**src/rtl/logistic_pkg.sv**
```systemverilog
// Shared constants and FSM state type for the time-multiplexed logistic orbit scheduler.
package logistic_pkg;

    localparam int unsigned NCH       = 7;
    localparam int unsigned W         = 17;
    localparam int unsigned MUW       = 18;
    localparam int unsigned CNTW      = 9;
    localparam int unsigned FRAC      = 16;
    localparam logic [W-1:0] ONE      = 17'h10000;
    // Channel i is seeded at base + i*SEED_STEP (mod 2^W).
    localparam int unsigned SEED_STEP = 1;

    typedef enum logic [2:0] {
        S_IDLE,
        S_LOAD,
        S_ISSUE,
        S_WAIT_DONE,
        S_WAIT_CLR,
        S_ADVANCE,
        S_DONE,
        S_ABORT
    } state_e;

endpackage

```
**src/rtl/orbit_state_bank.sv**
```systemverilog
// Per-channel orbit state registers with seed load, indexed write/read and a tear-free snapshot.
module orbit_state_bank
    import logistic_pkg::*;
#(
    parameter int unsigned BANK_NCH = 7,
    parameter int unsigned BANK_W   = 17,
    parameter int unsigned IW       = $clog2(BANK_NCH)
) (
    input  logic                     clk_i,
    input  logic                     rst_ni,
    input  logic                     load_i,
    input  logic [BANK_W-1:0]        seed_base_i,
    input  logic                     wr_en_i,
    input  logic [IW-1:0]            idx_i,
    input  logic [BANK_W-1:0]        wr_data_i,
    output logic [BANK_W-1:0]        rd_data_o,
    input  logic                     snap_x_i,
    input  logic                     snap_seed_i,
    output logic [BANK_NCH*BANK_W-1:0] snap_o
);

    logic [BANK_W-1:0]          x_q [BANK_NCH];
    logic [BANK_NCH*BANK_W-1:0] snap_q;

    always_ff @(posedge clk_i or negedge rst_ni) begin
        if (!rst_ni) begin
            for (int unsigned i = 0; i < BANK_NCH; i++) begin
                x_q[i] <= '0;
            end
            snap_q <= '0;
        end else begin
            for (int unsigned i = 0; i < BANK_NCH; i++) begin
                if (load_i) begin
                    x_q[i] <= seed_base_i + BANK_W'(i * SEED_STEP);
                end else if (wr_en_i && (idx_i == IW'(i))) begin
                    x_q[i] <= wr_data_i;
                end
            end
            // Seed snapshot is needed when x_q is being loaded in the same cycle.
            for (int unsigned i = 0; i < BANK_NCH; i++) begin
                if (snap_seed_i) begin
                    snap_q[i*BANK_W +: BANK_W] <= seed_base_i + BANK_W'(i * SEED_STEP);
                end else if (snap_x_i) begin
                    snap_q[i*BANK_W +: BANK_W] <= x_q[i];
                end
            end
        end
    end

    always_comb begin
        rd_data_o = '0;
        for (int unsigned i = 0; i < BANK_NCH; i++) begin
            if (idx_i == IW'(i)) begin
                rd_data_o = x_q[i];
            end
        end
    end

    assign snap_o = snap_q;

endmodule

```
**src/rtl/logistic_orbit_scheduler.sv**
```systemverilog
// Round-robin scheduler sharing one multi-cycle logistic unit across NCH orbit channels,
// publishing a snapshot of all channel states when a sweep completes.
module logistic_orbit_scheduler
    import logistic_pkg::*;
#(
    parameter int unsigned NCH  = 7,
    parameter int unsigned W    = 17,
    parameter int unsigned MUW  = 18,
    parameter int unsigned CNTW = 9
) (
    input  logic                       CLK,
    input  logic                       RST,
    input  logic                       run,
    input  logic [MUW-1:0]             mu,
    input  logic [CNTW-1:0]            times,
    input  logic [W-1:0]               dzero_base,
    output logic                       fu_start,
    output logic [W-1:0]               fu_x,
    output logic [MUW-1:0]             fu_mu,
    input  logic [W-1:0]               fu_y,
    input  logic                       fu_done,
    output logic                       busy,
    output logic                       all_done,
    output logic [CNTW-1:0]            iter_count,
    output logic [$clog2(NCH)-1:0]     cur_ch,
    output logic [NCH*W-1:0]           results
);

    localparam int unsigned CHW = $clog2(NCH);

    state_e          state_q;
    logic            run_q;
    logic [MUW-1:0]  mu_l_q;
    logic [CNTW-1:0] times_l_q;
    logic            start_q;
    logic [W-1:0]    fx_q;
    logic [MUW-1:0]  fmu_q;
    logic            busy_q;
    logic            done_q;
    logic [CNTW-1:0] iter_q;
    logic [CHW-1:0]  ch_q;

    logic            run_edge;
    logic            abortable;
    logic            last_ch;
    logic [CNTW-1:0] iter_next;
    logic            bank_load;
    logic            bank_wr;
    logic            snap_x;
    logic            snap_seed;
    logic [W-1:0]    bank_rd;

    assign run_edge  = run & ~run_q;
    assign abortable = (state_q == S_ISSUE) || (state_q == S_WAIT_DONE) ||
                       (state_q == S_WAIT_CLR) || (state_q == S_ADVANCE);
    assign last_ch   = (ch_q == CHW'(NCH - 1));
    assign iter_next = iter_q + CNTW'(1);

    // Bank strobes mirror the FSM transitions below; abort takes priority so they gate on run.
    assign bank_load = (state_q == S_LOAD);
    assign snap_seed = (state_q == S_LOAD) && (times == '0);
    assign bank_wr   = (state_q == S_WAIT_DONE) && fu_done && run;
    assign snap_x    = (state_q == S_ADVANCE) && run && last_ch && (iter_next == times_l_q);

    orbit_state_bank #(
        .BANK_NCH (NCH),
        .BANK_W   (W),
        .IW       (CHW)
    ) u_bank (
        .clk_i       (CLK),
        .rst_ni      (RST),
        .load_i      (bank_load),
        .seed_base_i (dzero_base),
        .wr_en_i     (bank_wr),
        .idx_i       (ch_q),
        .wr_data_i   (fu_y),
        .rd_data_o   (bank_rd),
        .snap_x_i    (snap_x),
        .snap_seed_i (snap_seed),
        .snap_o      (results)
    );

    always_ff @(posedge CLK or negedge RST) begin
        if (!RST) begin
            state_q   <= S_IDLE;
            run_q     <= 1'b0;
            mu_l_q    <= '0;
            times_l_q <= '0;
            start_q   <= 1'b0;
            fx_q      <= '0;
            fmu_q     <= '0;
            busy_q    <= 1'b0;
            done_q    <= 1'b0;
            iter_q    <= '0;
            ch_q      <= '0;
        end else begin
            run_q <= run;
            if (abortable && !run) begin
                state_q <= S_ABORT;
                start_q <= 1'b0;
            end else begin
                case (state_q)
                    S_IDLE, S_DONE: begin
                        if (run_edge) begin
                            state_q <= S_LOAD;
                            busy_q  <= 1'b1;
                            done_q  <= 1'b0;
                        end
                    end
                    S_LOAD: begin
                        mu_l_q    <= mu;
                        times_l_q <= times;
                        ch_q      <= '0;
                        iter_q    <= '0;
                        if (times == '0) begin
                            state_q <= S_DONE;
                            busy_q  <= 1'b0;
                            done_q  <= 1'b1;
                        end else begin
                            state_q <= S_ISSUE;
                        end
                    end
                    S_ISSUE: begin
                        if (!fu_done) begin
                            fx_q    <= bank_rd;
                            fmu_q   <= mu_l_q;
                            start_q <= 1'b1;
                            state_q <= S_WAIT_DONE;
                        end
                    end
                    S_WAIT_DONE: begin
                        if (fu_done) begin
                            start_q <= 1'b0;
                            state_q <= S_WAIT_CLR;
                        end
                    end
                    S_WAIT_CLR: begin
                        if (!fu_done) begin
                            state_q <= S_ADVANCE;
                        end
                    end
                    S_ADVANCE: begin
                        if (last_ch) begin
                            ch_q   <= '0;
                            iter_q <= iter_next;
                            if (iter_next == times_l_q) begin
                                busy_q  <= 1'b0;
                                done_q  <= 1'b1;
                                state_q <= S_DONE;
                            end else begin
                                state_q <= S_ISSUE;
                            end
                        end else begin
                            ch_q    <= ch_q + CHW'(1);
                            state_q <= S_ISSUE;
                        end
                    end
                    S_ABORT: begin
                        if (!fu_done) begin
                            busy_q  <= 1'b0;
                            done_q  <= 1'b0;
                            state_q <= S_IDLE;
                        end
                    end
                    default: state_q <= S_IDLE;
                endcase
            end
        end
    end

    assign fu_start   = start_q;
    assign fu_x       = fx_q;
    assign fu_mu      = fmu_q;
    assign busy       = busy_q;
    assign all_done   = done_q;
    assign iter_count = iter_q;
    assign cur_ch     = ch_q;

endmodule

```
**config.mk**
```make
export PLATFORM = sky130hd
export DESIGN_NAME = logistic_orbit_scheduler
export DESIGN_NICKNAME = d
export VERILOG_FILES = /design/src/rtl/logistic_pkg.sv /design/src/rtl/orbit_state_bank.sv /design/src/rtl/logistic_orbit_scheduler.sv
export SDC_FILE = /design/constraint.sdc
export NUM_CORES = 1
export LEC_CHECK = 0
export ABC_AREA = 1
export CORE_MARGIN = 2
export CORE_UTILIZATION = 45
export DETAILED_ROUTE_END_ITERATION = 7
export PLACE_DENSITY = 0.71
export SYNTH_ARGS = -nofsm -noshare
export SYNTH_HDL_FRONTEND = slang
export SYNTH_HIERARCHICAL = 1
export SYNTH_SLANG_ARGS = --single-unit
export TNS_END_PERCENT = 100
```
**constraint.sdc**
```tcl
create_clock -name CLK -period 5.51 [get_ports CLK]
set_input_delay 1.102 -clock CLK [delete_from_list [all_inputs] [get_ports CLK]]
set_output_delay 1.102 -clock CLK [all_outputs]
set_load 0.01 [all_outputs]
```
==> results of run 1 <==
## kinds of logic after synthesis
| logic type | after synthesis | share of synthesized area |
|---|---|---|
| simple gates | 1244 | 0.312 |
| xor+xnor | 48 | 0.0249 |
| mux | 17 | 0.0140 |
| flops | 319 | 0.472 |
| buf+inv | 341 | 0.0818 |
| compound gates | 245 | 0.0887 |
| fa+ha+maj | 9 | 0.00666 |
## worst reg2reg max path, stage by stage, from the launching register on
cell and delay [ns]:
dfrtp_1 0.41, ha_1 0.28, nand3_1 0.14, o21ai_0 0.28, nand2_1 0.13, nand2_1 0.08, nand2_1 0.04, nor2_1 0.17
nand4_1 0.18, nor2_1 0.32, nand2_1 0.14, inv_2 0.91, buf_4 0.55, a22o_1 0.20, inv_1 0.05, nand2_1 0.06
## final cells by class
cell class / count / share of cell area
timing repair buffer: 265 / 0.125
inverter: 234 / 0.0426
multi-input combinational: 1563 / 0.364
clock inverter: 10 / 0.00374
clock buffer: 53 / 0.0519
sequential: 319 / 0.385
tap: 468 / 0.0282
## registers in the layout (all words and copies together) (netlist names)
signal         flops
state_q            3
busy               1
iter_count         9
u_bank/x_q       119
all_done           1
fu_mu             18
mu_l_q            18
run_q              1
u_bank/snap_o    119
fu_x              17
times_l_q          9
fu_start           1
cur_ch             3
## routing by layer
metal / track usage / routed length (um)
met1: 0.423 / 24300
met2: 0.470 / 26500
met3: 0.0806 / 7440
met4: 0.167 / 3330
met5: 0 / 23
## where the power goes
part / switching, W / leakage (nW) / internal, W
sequential: 0.000535 / 4.11 / 0.00306
combinational: 0.00223 / 5.33 / 0.00125
clock: 0.00102 / 0.570 / 0.00137
## path summary, 6_finish.rpt
path	endpoint
max	u_bank/snap_o[94]
min	all_done
max reg2reg	u_bank/snap_o[94]
min reg2reg	all_done
max in group asynchronous	u_bank/x_q[12]
min in group asynchronous	fu_x[0]
## per-stage QoR
step | hold slack, ns | power [W] | area (um2)
3_5_place_dp | 0.466 | 0.00701 | 19600
4_1_cts | 0.480 | 0.00941 | 20700
6_report | 0.476 | 0.00946 | 20700
5_1_grt | 0.507 | 0.0100 | 20700
3_3_place_gp | 0.470 | 0.00691 | 19600
2_1_floorplan | 0.455 | 0.00563 | 16900
## cells in the final DEF (no fill, tap or decap), types with 4 or more instances in the layout
master,instances
clkinv_1,8
o22ai_1,11
nand2_1,829
clkdlybuf4s50_1,232
buf_4,31
clkbuf_8,7
a21oi_1,14
nor3_1,7
o211ai_1,33
clkinv_2,5
mux2_4,12
nor2_2,6
nand3_1,224
nor2_4,6
clkbuf_16,38
mux2_2,4
o21ai_1,6
nor2_1,91
dfrtp_1,319
nand4_1,65
nand3b_1,5
o21ai_0,134
inv_1,209
inv_2,15
a22o_1,30
ha_1,9
xnor2_1,4
clkbuf_1,8
xor2_1,44
o221ai_1,11
==> impl_metrics.json, run 1 <==
{
  "netlist_area_um2": 16900,
  "reg2regPathDepth": 15,
  "required_ns": 5.99,
  "utilization": 0.564,
  "cts_setup_buffers": 0,
  "rrSetupSlack_ns": 1.47,
  "rsz0062_at_grt": "false",
  "rows": 70,
  "yosys.area.top_type": "dfrtp_1",
  "route.detailed.drc": 0,
  "slowest_stage": "inv_2",
  "grt_max_degree": 156,
  "end_kind": "flop",
  "grt.total_usage": 0.315,
  "io_pins": 234,
  "synthTopCellsByCount": "829 x nand2_1, 319 x dfrtp_1, 224 x nand3_1",
  "antennaDiodeCount": 0,
  "drive_gt1_frac": 0.0597,
  "cts.path.max_buffers": 3,
  "numClockSinks": 319,
  "setup_ws_ns": 1.47,
  "ys.flop_type": "dfrtp_1",
  "multiInputGateArea_um2": 7550,
  "cts_resized": 0,
  "layout-area-overhead-vs-synth_pct": 22.8,
  "htree_levels": 2,
  "whs_path_depth": 2,
  "setup_tns_ns": 0,
  "die_h_um": 198,
  "grt_first_pass_wirelength_mm": 94.2,
  "critPathBufInv": 3,
  "power.leakage_nw": 10.0,
  "crit_top_cell": "nand2_1",
  "ys_warn_count": 6,
  "clkTransAtPathRegs_ns": 0.06,
  "setup_viol": 0,
  "drt_wl_total_mm": 61.6,
  "n_fill_cell": 3467,
  "grt_pass1_vias": 16300,
  "arrival_ns": 4.51,
  "cp.depth": 15,
  "vias": 16800,
  "vias_per_cell": 5.77,
  "synth_top_area_share": 0.472,
  "synth_area_per_cell_um2": 7.60,
  "synthArstFlopShare": 1.00,
  "power_density_nw_per_um2": 456,
  "post-route-period-util": 0.732,
  "synth_edf_count": 0,
  "crit_chain": "ha_1 -> nand3_1 -> o21ai_0 -> nand2_1 -> nand2_1 -> nand2_1 -> nor2_1 -> nand4_1 -> nor2_1 -> nand2_1 -> inv_2 -> buf_4 -> a22o_1 -> inv_1 -> nand2_1",
  "ir_worst_vdd_v": 0.000271,
  "setup.worst_path.start_class": "flop",
  "max_freq_mhz": 248,
  "drtIter0Drc": 2116,
  "ff_latch_area_um2": 7980,
  "synth-seq-cells": 319,
  "path_class": "flop to flop",
  "worstSkewPairLatency_ns": 0.55,
  "grt-ovfl-total": 0,
  "antenna_found_initial": 3,
  "tightestPinTransition_ns": 1.34,
  "port_buffers": 233,
  "status": "finished clean",
  "place.gp.congestion": 0.981,
  "synth.distinct_cells": 43,
  "fin_nets": 2495,
  "r2r-start": "iter_count[0]",
  "cts_tree": "done",
  "synth.most_common_cell": "nand2_1",
  "hold_viol": 0,
  "ctsRootBufferMaster": "clkbuf_16",
  "hold_path.class": "flop to flop",
  "dpl.hpwl_mm": 41.6,
  "yosys-top-cells-area": "dfrtp_1 47%, nand2_1 18%, nand3_1 6.6%",
  "critPathLaunch": "iter_count[0]",
  "crit_path_max_incr_delay_ns": 0.91,
  "wire_per_inst_um": 21.2,
  "place_inst": 2849,
  "drt.antenna.violating_nets": 0,
  "hp-start": "all_done",
  "clock_skew_ns": 0.0209,
  "dieArea_um2": 39100,
  "core_region_area_um2": 36800,
  "ys_seq_area_frac": 0.472,
  "cts-buffers-inserted": 38,
  "start_util": 0.459,
  "cts-hold-fix-buffers": 0,
  "drtPass1Iterations": 7,
  "die_w_um": 198,
  "drv_cap": 0,
  "syn_nets": 2297,
  "postSynthCellCount": 2223,
  "critPathTopFamily": "buffers and inverters",
  "period_minus_slack_ns": 4.04,
  "critical_path.max_fanout": 56,
  "slew-limit-headroom": 0.105,
  "drv_slew": 0,
  "fin_cells": 2912,
  "place_worst_setup_slack_ns": 1.31
}
Note: power is estimated with default switching activity, not from simulation.
==> run 2: changes to the inputs <==
Clock period 5.51 ns to 4.1 ns, I/O delays scaled along.
==> run 2 against run 1 <==
Net effect: register-to-register slack got worse by 0.93 ns; sequential power increased by 35%; largest power group unchanged; combinational power increased by 36%; critical endpoint is now u_bank/snap_o[71].
==> impl_metrics.json, run 2 (synthesized netlist as in run 1, its figures left out) <==
{
  "multiInputGateArea_um2": 7550,
  "ff_latch_area_um2": 7980,
  "drive_gt1_frac": 0.0662,
  "rows": 70,
  "layout-area-overhead-vs-synth_pct": 24.2,
  "die_h_um": 198,
  "ir_worst_vdd_v": 0.000366,
  "htree_levels": 2,
  "grt-ovfl-total": 0,
  "mostFrequentLayoutCells": "829 x nand2_1, 319 x dfrtp_1, 232 x clkdlybuf4s50_1, 224 x nand3_1, 209 x inv_1",
  "cts-buffers-inserted": 38,
  "critical_path.max_fanout": 44,
  "p_int_w": 0.00785,
  "wire_per_inst_um": 21.3,
  "grt.total_usage": 0.322,
  "drtIter0Drc": 2070,
  "place.gp.congestion": 0.997,
  "hold_path.class": "input port to async pin",
  "clkTransAtPathRegs_ns": 0.06,
  "max_freq_mhz": 281,
  "grt_pass1_vias": 16200,
  "rrSetupSlack_ns": 0.54,
  "cts.path.max_buffers": 3,
  "required_ns": 4.54,
  "tightestPinTransition_ns": 1.33,
  "design_area_um2": 21000,
  "status": "finished clean",
  "combPwrFrac": 0.363,
  "ctsRootBufferMaster": "clkbuf_16",
  "period_minus_slack_ns": 3.56,
  "power_density_nw_per_um2": 619,
  "drtPass1Iterations": 8,
  "die_w_um": 198,
  "cts-hold-fix-buffers": 0,
  "slew-limit-headroom": 0.103,
  "setup.worst_path.start_class": "flop",
  "setup_tns_ns": 0,
  "io_pins": 234,
  "grt_max_degree": 101,
  "dieArea_um2": 39100,
  "pwr-share-clk": 0.264,
  "vias_per_cell": 5.78,
  "arrival_ns": 4.00,
  "dpl.hpwl_mm": 42.8,
  "r2r_end": "u_bank/snap_o[71]",
  "switchingPower_w": 0.00513,
  "n_fill_cell": 3423,
  "start_util": 0.459,
  "dpl_cell_area_um2": 19700,
  "antenna_found_initial": 3,
  "path_class": "flop to flop",
  "port_buffers": 233,
  "end_kind": "flop",
  "p_seq_frac": 0.373,
  "worstSkewPairLatency_ns": 0.55,
  "vias": 16900,
  "drv_slew": 0,
  "rsz0062_at_grt": "false",
  "drt_wl_total_mm": 62.5,
  "final_common_cell": "nand2_1",
  "core_region_area_um2": 36800,
  "cts_tree": "done",
  "drt.antenna.violating_nets": 0,
  "cts_setup_buffers": 0,
  "post-route-period-util": 0.868,
  "reg2regPathDepth": 16,
  "fin_nets": 2508,
  "p_sw_frac": 0.395,
  "r2r-start": "iter_count[1]",
  "clock_skew_ns": 0.0293,
  "hold_viol": 0,
  "numClockSinks": 319,
  "cts_resized": 0,
  "grt_first_pass_wirelength_mm": 96.0,
  "setup_viol": 0,
  "route.detailed.drc": 0,
  "power.leakage_nw": 10.1,
  "drv_cap": 0
}
[run 2: changes by cell type in the layout (fill, tap and decap cells not counted), sizes merged]
cell	delta
buf	+13
clkinvlp	-1
inv	-2
diode	+1
bufinv	+1
clkinv	+1
clkbuf	+6
[run 2: how the worst max path moves through the flow]
stage / cells after the start / end / start / slack [ns]
after CTS: 16 / u_bank/snap_o[71] / iter_count[1] / 0.57
after floorplan: 13 / u_bank/snap_o[116] / times[7] / 1.67
after detailed placement: 9 / u_bank/x_q[100] / run / 0.47
after global routing: 16 / u_bank/snap_o[71] / iter_count[0] / 0.22
after global placement: 9 / u_bank/x_q[97] / run / 0.54
final: 16 / u_bank/snap_o[71] / iter_count[1] / 0.54
[run 2: cell type report]
class,count,share of cell area
Antenna cell,1,0.000119
Clock buffer,59,0.0558
Clock inverter,9,0.00471
Inverter,234,0.0421
Multi-Input combinational cell,1563,0.360
Sequential cell,319,0.380
Tap cell,468,0.0279
Timing Repair Buffer,278,0.129
[run 2: power groups by stage]
stage	combinational [W]	sequential, W	clock, W
floorplan	0.00280	0.00477	0
global placement	0.00449	0.00485	0
detailed placement	0.00460	0.00487	0
CTS	0.00463	0.00483	0.00345
global route	0.00517	0.00496	0.00359
finish	0.00471	0.00485	0.00342
[run 2: critical path: stages (launching register included)]
cell      delay [ns]
dfrtp_1         0.42
ha_1            0.29
nand2_1         0.12
nor2_1          0.23
nand2_1         0.08
nand2_1         0.08
nand2_1         0.07
nand2_1         0.06
nand2_1         0.05
nor2_1          0.13
nand4_1         0.14
nor2_1          0.26
nand2_1         0.13
inv_2           0.69
buf_4           0.45
nand2_1         0.09
o211ai_1        0.10
[run 2: layer usage]
metal,vias up,GRT usage,part of all wire
li1,7601,-,-
met1,8044,0.441,0.40
met2,1091,0.484,0.43
met3,207,0.0727,0.12
met4,4,0.154,0.052
met5,-,0,0.00043
[run 2: per-stage QoR]
stage               power (W)  utilization  hold WS [ns]  cells  setup WS (ns)
global placement      0.00935        0.536         0.464   2862          0.540
global route           0.0137        0.570         0.393   2930          0.215
floorplan             0.00757            -         0.455   2223           1.67
CTS                    0.0129        0.570         0.382   2930          0.574
finish                 0.0130        0.570         0.319   2931          0.541
detailed placement    0.00947        0.536         0.468   2862          0.467
